File: config.mk
export PLATFORM = sky130hd
export DESIGN_NAME = line_buffer_writer_flat
export DESIGN_NICKNAME = d
export VERILOG_FILES = /design/src/rtl/line_buffer_writer_pkg.sv /design/src/rtl/line_buffer_writer_if.sv /design/src/rtl/line_buffer_writer.sv /design/src/flat_wrapper.sv
export SDC_FILE = /design/constraint.sdc
export NUM_CORES = 1
export LEC_CHECK = 0
export CAP_MARGIN = 25
export CELL_PAD_IN_SITES_DETAIL_PLACEMENT = 2
export CELL_PAD_IN_SITES_GLOBAL_PLACEMENT = 2
export CORE_MARGIN = 10
export CORE_UTILIZATION = 33
export CTS_CLUSTER_DIAMETER = 150
export DETAILED_ROUTE_END_ITERATION = 8
export GPL_TIMING_DRIVEN = 1
export PLACE_DENSITY = 0.91
export REMOVE_ABC_BUFFERS = 1
export SKIP_CTS_REPAIR_TIMING = 1
export SYNTH_ARGS = -nofsm -noshare
export SYNTH_HDL_FRONTEND = slang
export SYNTH_SLANG_ARGS = --single-unit
File: constraint.sdc
create_clock -name Clock -period 6.4 [get_ports Clock]
set_input_delay 1.28 -clock Clock [delete_from_list [all_inputs] [get_ports Clock]]
set_output_delay 1.28 -clock Clock [all_outputs]
set_load 0.005 [all_outputs]
File: src/rtl/line_buffer_writer_pkg.sv
// Shared display package: default geometry of the line buffers and the writer FSM encoding.
package line_buffer_writer_pkg;

    localparam int unsigned LINE_LEN_DEFAULT = 100;
    localparam int unsigned ADDR_W_DEFAULT   = 7;
    localparam int unsigned PIX_W_DEFAULT    = 24;

    // Fill state of the writer; StStall waits for the reader to free the pending target.
    typedef enum logic [1:0] {
        StFill1 = 2'd0,
        StFill2 = 2'd1,
        StStall = 2'd2
    } wr_state_e;

    // Buffer selected by a fill state (0 = buffer 1, 1 = buffer 2).
    function automatic logic fill_buf_of(wr_state_e s);
        return (s == StFill2);
    endfunction

endpackage

File: src/rtl/line_buffer_writer_if.sv
// Pixel stream, release handshake and both line-buffer write ports of the writer.
interface line_buffer_writer_if
    import line_buffer_writer_pkg::*;
#(
    parameter int unsigned ADDR_W = ADDR_W_DEFAULT,
    parameter int unsigned PIX_W  = PIX_W_DEFAULT
) ();

    logic [PIX_W-1:0]  PixelIn;
    logic              PixelValid;
    logic              PixelReady;
    logic              Flush;
    logic [ADDR_W-1:0] Addr1;
    logic              WE1;
    logic [PIX_W-1:0]  BufferIn1;
    logic [ADDR_W-1:0] Addr2;
    logic              WE2;
    logic [PIX_W-1:0]  BufferIn2;
    logic              Full1;
    logic              Full2;
    logic              Release1;
    logic              Release2;
    logic              ActiveBuf;

    // Writer side.
    modport master (
        input  PixelIn, PixelValid, Flush, Release1, Release2,
        output PixelReady, Addr1, WE1, BufferIn1, Addr2, WE2, BufferIn2,
        output Full1, Full2, ActiveBuf
    );

    // Pixel source / line-buffer reader side.
    modport slave (
        output PixelIn, PixelValid, Flush, Release1, Release2,
        input  PixelReady, Addr1, WE1, BufferIn1, Addr2, WE2, BufferIn2,
        input  Full1, Full2, ActiveBuf
    );

endinterface

File: src/rtl/line_buffer_writer.sv
// Ping-pong line buffer writer: fills buffer 1 and 2 alternately, stalls while both are full.
module line_buffer_writer
    import line_buffer_writer_pkg::*;
#(
    parameter int unsigned LINE_LEN = LINE_LEN_DEFAULT,
    parameter int unsigned ADDR_W   = ADDR_W_DEFAULT,
    parameter int unsigned PIX_W    = PIX_W_DEFAULT
) (
    input logic                  Clock,
    input logic                  Reset,
    line_buffer_writer_if.master bus
);

    localparam logic [ADDR_W-1:0] LastAddr = ADDR_W'(LINE_LEN - 1);

    wr_state_e         state_q, state_d;
    logic              target_q, target_d;
    logic [ADDR_W-1:0] count_q, count_d;
    logic              full1_q, full1_d;
    logic              full2_q, full2_d;
    logic              we1_q, we2_q;
    logic [ADDR_W-1:0] addr1_q, addr2_q;
    logic [PIX_W-1:0]  data1_q, data2_q;
    logic              filling, fill_buf, accept, last;

    // Next state, write count and full flags.
    always_comb begin
        state_d  = state_q;
        target_d = target_q;
        count_d  = count_q;
        full1_d  = full1_q;
        full2_d  = full2_q;
        filling  = (state_q != StStall);
        fill_buf = fill_buf_of(state_q);
        accept   = filling && bus.PixelValid && !bus.Flush;
        last     = accept && (count_q == LastAddr);

        // Releasing an empty buffer clears nothing, so a plain clear is enough.
        if (bus.Release1) full1_d = 1'b0;
        if (bus.Release2) full2_d = 1'b0;

        if (filling && bus.Flush) begin
            count_d = '0;
        end else if (accept) begin
            count_d = last ? '0 : count_q + 1'b1;
        end

        unique case (state_q)
            StFill1: begin
                if (last) begin
                    full1_d  = 1'b1;
                    target_d = 1'b1;
                    state_d  = (!full2_q || bus.Release2) ? StFill2 : StStall;
                end
            end
            StFill2: begin
                if (last) begin
                    full2_d  = 1'b1;
                    target_d = 1'b0;
                    state_d  = (!full1_q || bus.Release1) ? StFill1 : StStall;
                end
            end
            StStall: begin
                if (target_q && bus.Release2) state_d = StFill2;
                if (!target_q && bus.Release1) state_d = StFill1;
            end
            default: state_d = StFill1;
        endcase
    end

    // FSM, count and flag registers.
    always_ff @(posedge Clock or posedge Reset) begin
        if (Reset) begin
            state_q  <= StFill1;
            target_q <= 1'b0;
            count_q  <= '0;
            full1_q  <= 1'b0;
            full2_q  <= 1'b0;
        end else begin
            state_q  <= state_d;
            target_q <= target_d;
            count_q  <= count_d;
            full1_q  <= full1_d;
            full2_q  <= full2_d;
        end
    end

    // Registered write ports; address and data hold their last written value between writes.
    always_ff @(posedge Clock or posedge Reset) begin
        if (Reset) begin
            we1_q   <= 1'b0;
            we2_q   <= 1'b0;
            addr1_q <= '0;
            addr2_q <= '0;
            data1_q <= '0;
            data2_q <= '0;
        end else begin
            we1_q <= accept && !fill_buf;
            we2_q <= accept && fill_buf;
            if (accept && !fill_buf) begin
                addr1_q <= count_q;
                data1_q <= bus.PixelIn;
            end
            if (accept && fill_buf) begin
                addr2_q <= count_q;
                data2_q <= bus.PixelIn;
            end
        end
    end

    // Outputs; target tracks the fill buffer and holds the pending buffer while stalled.
    always_comb begin
        bus.PixelReady = (state_q != StStall);
        bus.ActiveBuf  = target_q;
        bus.WE1        = we1_q;
        bus.Addr1      = addr1_q;
        bus.BufferIn1  = data1_q;
        bus.WE2        = we2_q;
        bus.Addr2      = addr2_q;
        bus.BufferIn2  = data2_q;
        bus.Full1      = full1_q;
        bus.Full2      = full2_q;
    end

endmodule

File: src/flat_wrapper.sv
// flat-port wrapper written by rule: the top's interface ports become plain ports
module line_buffer_writer_flat import line_buffer_writer_pkg::*;
#(
    parameter int unsigned LINE_LEN = LINE_LEN_DEFAULT,
    parameter int unsigned ADDR_W   = ADDR_W_DEFAULT,
    parameter int unsigned PIX_W    = PIX_W_DEFAULT
)
  (Clock, Reset, bus_PixelIn, bus_PixelValid, bus_Flush, bus_Release1, bus_Release2, bus_PixelReady, bus_Addr1, bus_WE1, bus_BufferIn1, bus_Addr2, bus_WE2, bus_BufferIn2, bus_Full1, bus_Full2, bus_ActiveBuf);
  line_buffer_writer_if #(.ADDR_W(ADDR_W), .PIX_W(PIX_W)) bus_i ();
  input logic Clock;
  input logic Reset;
  input wire logic [$bits(bus_i.PixelIn)-1:0] bus_PixelIn;
  input wire logic [$bits(bus_i.PixelValid)-1:0] bus_PixelValid;
  input wire logic [$bits(bus_i.Flush)-1:0] bus_Flush;
  input wire logic [$bits(bus_i.Release1)-1:0] bus_Release1;
  input wire logic [$bits(bus_i.Release2)-1:0] bus_Release2;
  output wire logic [$bits(bus_i.PixelReady)-1:0] bus_PixelReady;
  output wire logic [$bits(bus_i.Addr1)-1:0] bus_Addr1;
  output wire logic [$bits(bus_i.WE1)-1:0] bus_WE1;
  output wire logic [$bits(bus_i.BufferIn1)-1:0] bus_BufferIn1;
  output wire logic [$bits(bus_i.Addr2)-1:0] bus_Addr2;
  output wire logic [$bits(bus_i.WE2)-1:0] bus_WE2;
  output wire logic [$bits(bus_i.BufferIn2)-1:0] bus_BufferIn2;
  output wire logic [$bits(bus_i.Full1)-1:0] bus_Full1;
  output wire logic [$bits(bus_i.Full2)-1:0] bus_Full2;
  output wire logic [$bits(bus_i.ActiveBuf)-1:0] bus_ActiveBuf;
  assign bus_i.PixelIn = bus_PixelIn;
  assign bus_i.PixelValid = bus_PixelValid;
  assign bus_i.Flush = bus_Flush;
  assign bus_i.Release1 = bus_Release1;
  assign bus_i.Release2 = bus_Release2;
  assign bus_PixelReady = bus_i.PixelReady;
  assign bus_Addr1 = bus_i.Addr1;
  assign bus_WE1 = bus_i.WE1;
  assign bus_BufferIn1 = bus_i.BufferIn1;
  assign bus_Addr2 = bus_i.Addr2;
  assign bus_WE2 = bus_i.WE2;
  assign bus_BufferIn2 = bus_i.BufferIn2;
  assign bus_Full1 = bus_i.Full1;
  assign bus_Full2 = bus_i.Full2;
  assign bus_ActiveBuf = bus_i.ActiveBuf;
  line_buffer_writer #(.LINE_LEN(LINE_LEN), .ADDR_W(ADDR_W), .PIX_W(PIX_W)) u_core (.Clock(Clock), .Reset(Reset), .bus(bus_i));
endmodule
# After elaboration in Yosys (flattened, before gate mapping)
# Cells that the tools add are included.
# Widths: inputs -> output; s select.
# word_totals
elab_cells	58
inputBits	30
regBits	76
out_inout_bits	68
# op_classes
n_mux	19
n_eq_ne	7
addsub	1
reduce_logical	20
# op_table
op	n
$mux 7	3
$mux 2	6
$logic_and 1x1->1	8
$mux 1	8
$add 7x1->7 const B	1
$eq 7x7->1 const B	1
$pmux 2 s3	1
$reduce_and 3->1	2
$logic_not 1->1	5
$ne 2x2->1 const B	2
$reduce_bool 2->1	2
$ne 3x1->1 const B	1
$eq 2x1->1 const B	1
$eq 2x2->1 const B	1
$logic_not 2->1	1
$logic_or 1x1->1	2
$ne 2x1->1 const B	1
$pmux 1 s2	1

# Longest topological paths before layout
# logic_depth
depth_word	7
depth_mapped	6
mapped_depth_nobuf	5

# Worst setup path after synthesis
# No wires, ideal clock.
# synth_path
path_type	input to register
start	input bus_PixelValid
end	register u_core.data2_q[0] (netlist: u_core.bus.BufferIn2[0])
cell_stages	5
setup_ns	0.125
n_path_buf	2
required_ns	6.275
slack_ns	4.025
arrival_time_ns	2.250
path_cell_list	buf_2 -> nand2b_2 -> nor2_2 -> buf_4 -> mux2_2
# synth_via
elab_chain_cells	3
# synth_rtl
item	line	source
start, declared	flat_wrapper.sv:13	input wire logic [$bits(bus_i.PixelValid)-1:0] bus_PixelValid;
$logic_and 1x1->1 (2 in series)	line_buffer_writer.sv:35	accept = filling && bus.PixelValid && !bus.Flush;
$logic_and 1x1->1	line_buffer_writer.sv:104	if (accept && fill_buf) begin
end signal, assigned	line_buffer_writer.sv:106	data2_q <= bus.PixelIn;
end, declared	line_buffer_writer.sv:23	logic [PIX_W-1:0] data1_q, data2_q;
# Every way passes these cells.
# A chain may end at the register's enable or synchronous reset.

# Worst setup path after layout
# layout_path
start	input bus_PixelValid
end	register u_core.data2_q[14] (netlist: u_core.bus.BufferIn2[14])
# Same word-level chain as after synthesis.

==> impl_metrics.py <==
metrics = {
    "status": {
        "outcome": "completed",
    },
    "yosys": {
        "synthMuxAreaShare": 0.236,
        "yosys.cell_types.count": 38,
        "share_of_the_synthesized_area_in_compound_gates_ao_oa_aoi_oai": 0.0459,
        "area_fraction_in_and_or_nand_and_nor_cells_after_synthesis": 0.0642,
        "number_of_warnings_issued_by_yosys": 0,
        "synth-seq-area-share": 0.618,
        "cell_area_after_synthesis_um2": 3080,
        "combinational_family_with_the_most_area_after_synthesis": "multiplexers",
        "synthesis.area_per_instance_um2": 14.9,
        "netlist_instances": 206,
        "synth-adder-area-share": 0.00406,
        "post_synth_xor_area_fraction": 0,
        "yosys_register_bits": 76,
    },
    "floorplanning": {
        "die_area_um2": 13600,
        "io_pins": 98,
        "horiz_die_dim_um": 117,
        "initial_core_util": 0.336,
        "core_um2": 9150,
        "num_rows": 35,
        "floorplan.die.height_um": 117,
    },
    "power_and_ir_drop": {
        "totalPowerFinal_uw": 1330,
        "power.share.combinational": 0.244,
        "clock_network_fraction_of_design_power": 0.293,
        "power_switching_uw": 330,
        "share_of_total_power_consumed_by_net_switching": 0.248,
        "ir_worst_vdd_mv": 0.116,
        "p_seq_frac": 0.463,
        "cellPowerDensity_nw_per_um2": 306,
        "p_int_uw": 1000,
        "leakagePower_uw": 0.00186,
    },
    "finish": {
        "drive_gt1_frac": 0.191,
        "fin_nets": 337,
        "antenna_cells_inserted": 0,
        "fill_cells": 881,
        "syn_to_final_growth_pct": 41.1,
    },
    "cts": {
        "cts_made_buffers": 9,
        "clock-sinks": 76,
        "path_clk_slew_ns": 0.08,
        "clock_tree.buffer_depth": 2,
        "clock_insertion_delay_worst_skew_ns": 0.34,
        "ctsHtreeMaxLevel": 3,
        "cts_tree": "built",
        "cts_root_buf": "sky130_fd_sc_hd__clkbuf_8",
    },
    "critical_path": {
        "critical_path_class": "in -> reg",
        "critPathCaptureType": "register",
        "worst-path-max-fanout": 32,
        "cp_required_ns": 6.62,
        "cp-start-kind": "input port",
        "critPathArrivalTime_ns": 3.31,
    },
    "route": {
        "drt_pass1_iterations": 2,
        "drt-vias-per-instance": 4.95,
        "detail_route.drc_violations": 0,
        "drt-total-wl_mm": 8.49,
        "drt-wirelength-per-cell_um": 20.2,
        "initialDrtViolationCount": 54,
        "postRouteAntennaNets": 0,
        "met2_length_mm": 4.47,
        "route.vias.total": 2078,
        "route.layer.met1.wl_mm": 3.32,
        "routed.top_layer": "met4",
        "met3_length_um": 606,
    },
    "sta": {
        "worst_pin_slew_ns": 0.955,
        "finalMaxSlewViolations": 0,
        "rsz0062_at_grt": "false",
        "layout_min_cycle_time_ns": 3.09,
        "normalized_max_slew_margin": 0.362,
        "finClkSkew_ns": 0.0117,
        "timing.final.hold_violations": 0,
        "tcrit_tclk_final": 0.483,
        "setup-tns-final_ns": 0,
        "achievable-frequency_mhz": 324,
        "report.final.setup_viol": 0,
    },
    "global_route": {
        "grt_max_degree": 77,
        "grt_usage": 0.129,
        "grt-ovfl-total": 0,
        "antenna_violations_before_repair": 0,
        "grt_pass1_wl_mm": 13.6,
        "first_global_vias": 2472,
    },
    "placement": {
        "io_buf_count": 97,
        "dp_hpwl_mm": 6.34,
        "gp_congestion": 0.709,
    },
    "hold_path": {
        "worstHoldPathType": "reg -> reg",
    },
    "run": {
        "number_of_maximum_capacitance_violations": 0,
    },
}
cell usage after synthesis:
master	n	area share
sky130_fd_sc_hd__or2b_1	1	0.0024
sky130_fd_sc_hd__mux2_1	29	0.11
sky130_fd_sc_hd__inv_2	1	0.0012
sky130_fd_sc_hd__nor2b_2	1	0.0028
sky130_fd_sc_hd__mux2i_1	3	0.0098
sky130_fd_sc_hd__and4_1	1	0.0028
sky130_fd_sc_hd__nand2_1	3	0.0037
sky130_fd_sc_hd__nand3b_4	1	0.0065
sky130_fd_sc_hd__nand2b_2	1	0.0028
sky130_fd_sc_hd__nor2_4	1	0.0037
sky130_fd_sc_hd__and3_1	1	0.0020
sky130_fd_sc_hd__buf_2	3	0.0049
sky130_fd_sc_hd__nand3_4	1	0.0057
sky130_fd_sc_hd__nand4_1	3	0.0061
sky130_fd_sc_hd__a41oi_1	2	0.0057
sky130_fd_sc_hd__o21ai_0	9	0.015
sky130_fd_sc_hd__nor2_1	2	0.0024
sky130_fd_sc_hd__o31ai_1	1	0.0024
sky130_fd_sc_hd__mux2_2	33	0.12
sky130_fd_sc_hd__ha_1	1	0.0041
sky130_fd_sc_hd__o21bai_1	1	0.0024
sky130_fd_sc_hd__o22ai_1	1	0.0020
sky130_fd_sc_hd__o2bb2ai_1	1	0.0028
sky130_fd_sc_hd__buf_6	3	0.011
sky130_fd_sc_hd__or4b_1	1	0.0033
sky130_fd_sc_hd__dfrtp_1	76	0.62
sky130_fd_sc_hd__nand2b_1	2	0.0041
sky130_fd_sc_hd__inv_1	4	0.0049
sky130_fd_sc_hd__nor2b_4	1	0.0045
sky130_fd_sc_hd__nor2_2	1	0.0020
sky130_fd_sc_hd__a31oi_1	2	0.0041
sky130_fd_sc_hd__and2_2	1	0.0024
sky130_fd_sc_hd__a22o_1	1	0.0028
sky130_fd_sc_hd__or3_1	1	0.0020
sky130_fd_sc_hd__a22oi_1	1	0.0024
sky130_fd_sc_hd__nand3_1	3	0.0049
sky130_fd_sc_hd__a21oi_1	4	0.0065
sky130_fd_sc_hd__buf_4	4	0.0098
layout by cell type (no fill, tap or decap), types with 2 or more instances in the layout:
| cell type | instances |
|---|---|
| sky130_fd_sc_hd__dfrtp_1 | 76 |
| sky130_fd_sc_hd__mux2i_1 | 3 |
| sky130_fd_sc_hd__clkdlybuf4s50_1 | 97 |
| sky130_fd_sc_hd__bufinv_16 | 2 |
| sky130_fd_sc_hd__inv_2 | 2 |
| sky130_fd_sc_hd__a31oi_1 | 2 |
| sky130_fd_sc_hd__nand4_1 | 3 |
| sky130_fd_sc_hd__nand2_1 | 3 |
| sky130_fd_sc_hd__a41oi_1 | 2 |
| sky130_fd_sc_hd__o21ai_0 | 9 |
| sky130_fd_sc_hd__nand3_1 | 3 |
| sky130_fd_sc_hd__mux2_2 | 33 |
| sky130_fd_sc_hd__inv_1 | 3 |
| sky130_fd_sc_hd__clkbuf_8 | 9 |
| sky130_fd_sc_hd__nor2_1 | 2 |
| sky130_fd_sc_hd__clkinv_2 | 2 |
| sky130_fd_sc_hd__nor2_4 | 2 |
| sky130_fd_sc_hd__a21oi_1 | 4 |
| sky130_fd_sc_hd__mux2_1 | 29 |
| sky130_fd_sc_hd__nand2b_1 | 2 |
power groups by stage:
stage | clock [uW] | sequential (uW) | combinational (uW)
finish | 389 | 617 | 325
global placement | 0 | 618 | 319
detailed placement | 0 | 629 | 333
global route | 423 | 631 | 354
floorplan | 0 | 625 | 92.0
CTS | 401 | 619 | 334
worst max-delay path, cell delays in order:
cell and delay [ns]:
sky130_fd_sc_hd__clkdlybuf4s50_1 0.62, sky130_fd_sc_hd__nand2b_2 0.18, sky130_fd_sc_hd__nor2_4 0.77, sky130_fd_sc_hd__mux2_2 0.44
path summary, 6_finish.rpt:
kind | from | endpoint | slack (ns) | cells past startpoint
worst max-delay path | bus_PixelValid | u_core.bus.BufferIn2[14] | 3.31 | 4
worst min-delay path | u_core.bus.Addr1[2] | u_core.bus.Addr1[2] | 0.50 | 1
worst max register to register | u_core.state_q[0] | u_core.bus.BufferIn2[14] | 4.35 | 3
worst min register to register | u_core.bus.Addr1[2] | u_core.bus.Addr1[2] | 0.50 | 1
max in group asynchronous | Reset | u_core.bus.Addr1[5] | 4.43 | 4
min in group asynchronous | Reset | u_core.bus.Addr2[3] | 1.39 | 3
final cells by class:
| class | instances | area, um^2 | area share |
|---|---|---|---|
| multi-input cells | 115 | 1080 | 0.250 |
| well taps | 111 | 139 | 0.0320 |
| clock inverters | 5 | 78.8 | 0.0181 |
| clock buffers | 9 | 124 | 0.0285 |
| inverters | 5 | 18.8 | 0.00432 |
| flip-flops and latches | 76 | 1900 | 0.438 |
| repair buffers | 99 | 998 | 0.230 |
sequential cells by signal, summed over array words and instances (netlist names), 2 cells and up:
name,cells
u_core.count_q,7
u_core.bus.Addr2,7
u_core.bus.BufferIn1,24
u_core.bus.Addr1,7
u_core.state_q,2
u_core.bus.BufferIn2,24
metal layers:
| metal | track usage | vias to the layer above |
|---|---|---|
| met5 | 0 | - |
| met4 | 0.0445 | 0 |
| met3 | 0.0421 | 8 |
| met2 | 0.230 | 65 |
| met1 | 0.141 | 1072 |
| li1 | - | 933 |
cells by family after synthesis:
logic type,after synthesis
buf+inv,15
simple gates,26
flops,76
fa+ha+maj,1
mux,65
compound gates,23
through the flow:
| stage | cell area [um^2] | utilization | hold slack, ns | instances | setup slack [ns] |
|---|---|---|---|---|---|
| after floorplan | 3000 | - | 0.473 | 196 | 3.18 |
| after global placement | 4120 | 0.450 | 0.473 | 405 | 3.01 |
| after global routing | 4350 | 0.475 | 0.523 | 420 | 3.16 |
| after CTS | 4330 | 0.473 | 0.501 | 419 | 3.28 |
| final | 4350 | 0.475 | 0.499 | 420 | 3.31 |
| after detailed placement | 4120 | 0.450 | 0.485 | 405 | 2.90 |
Note: power is estimated with default switching activity, not from simulation.
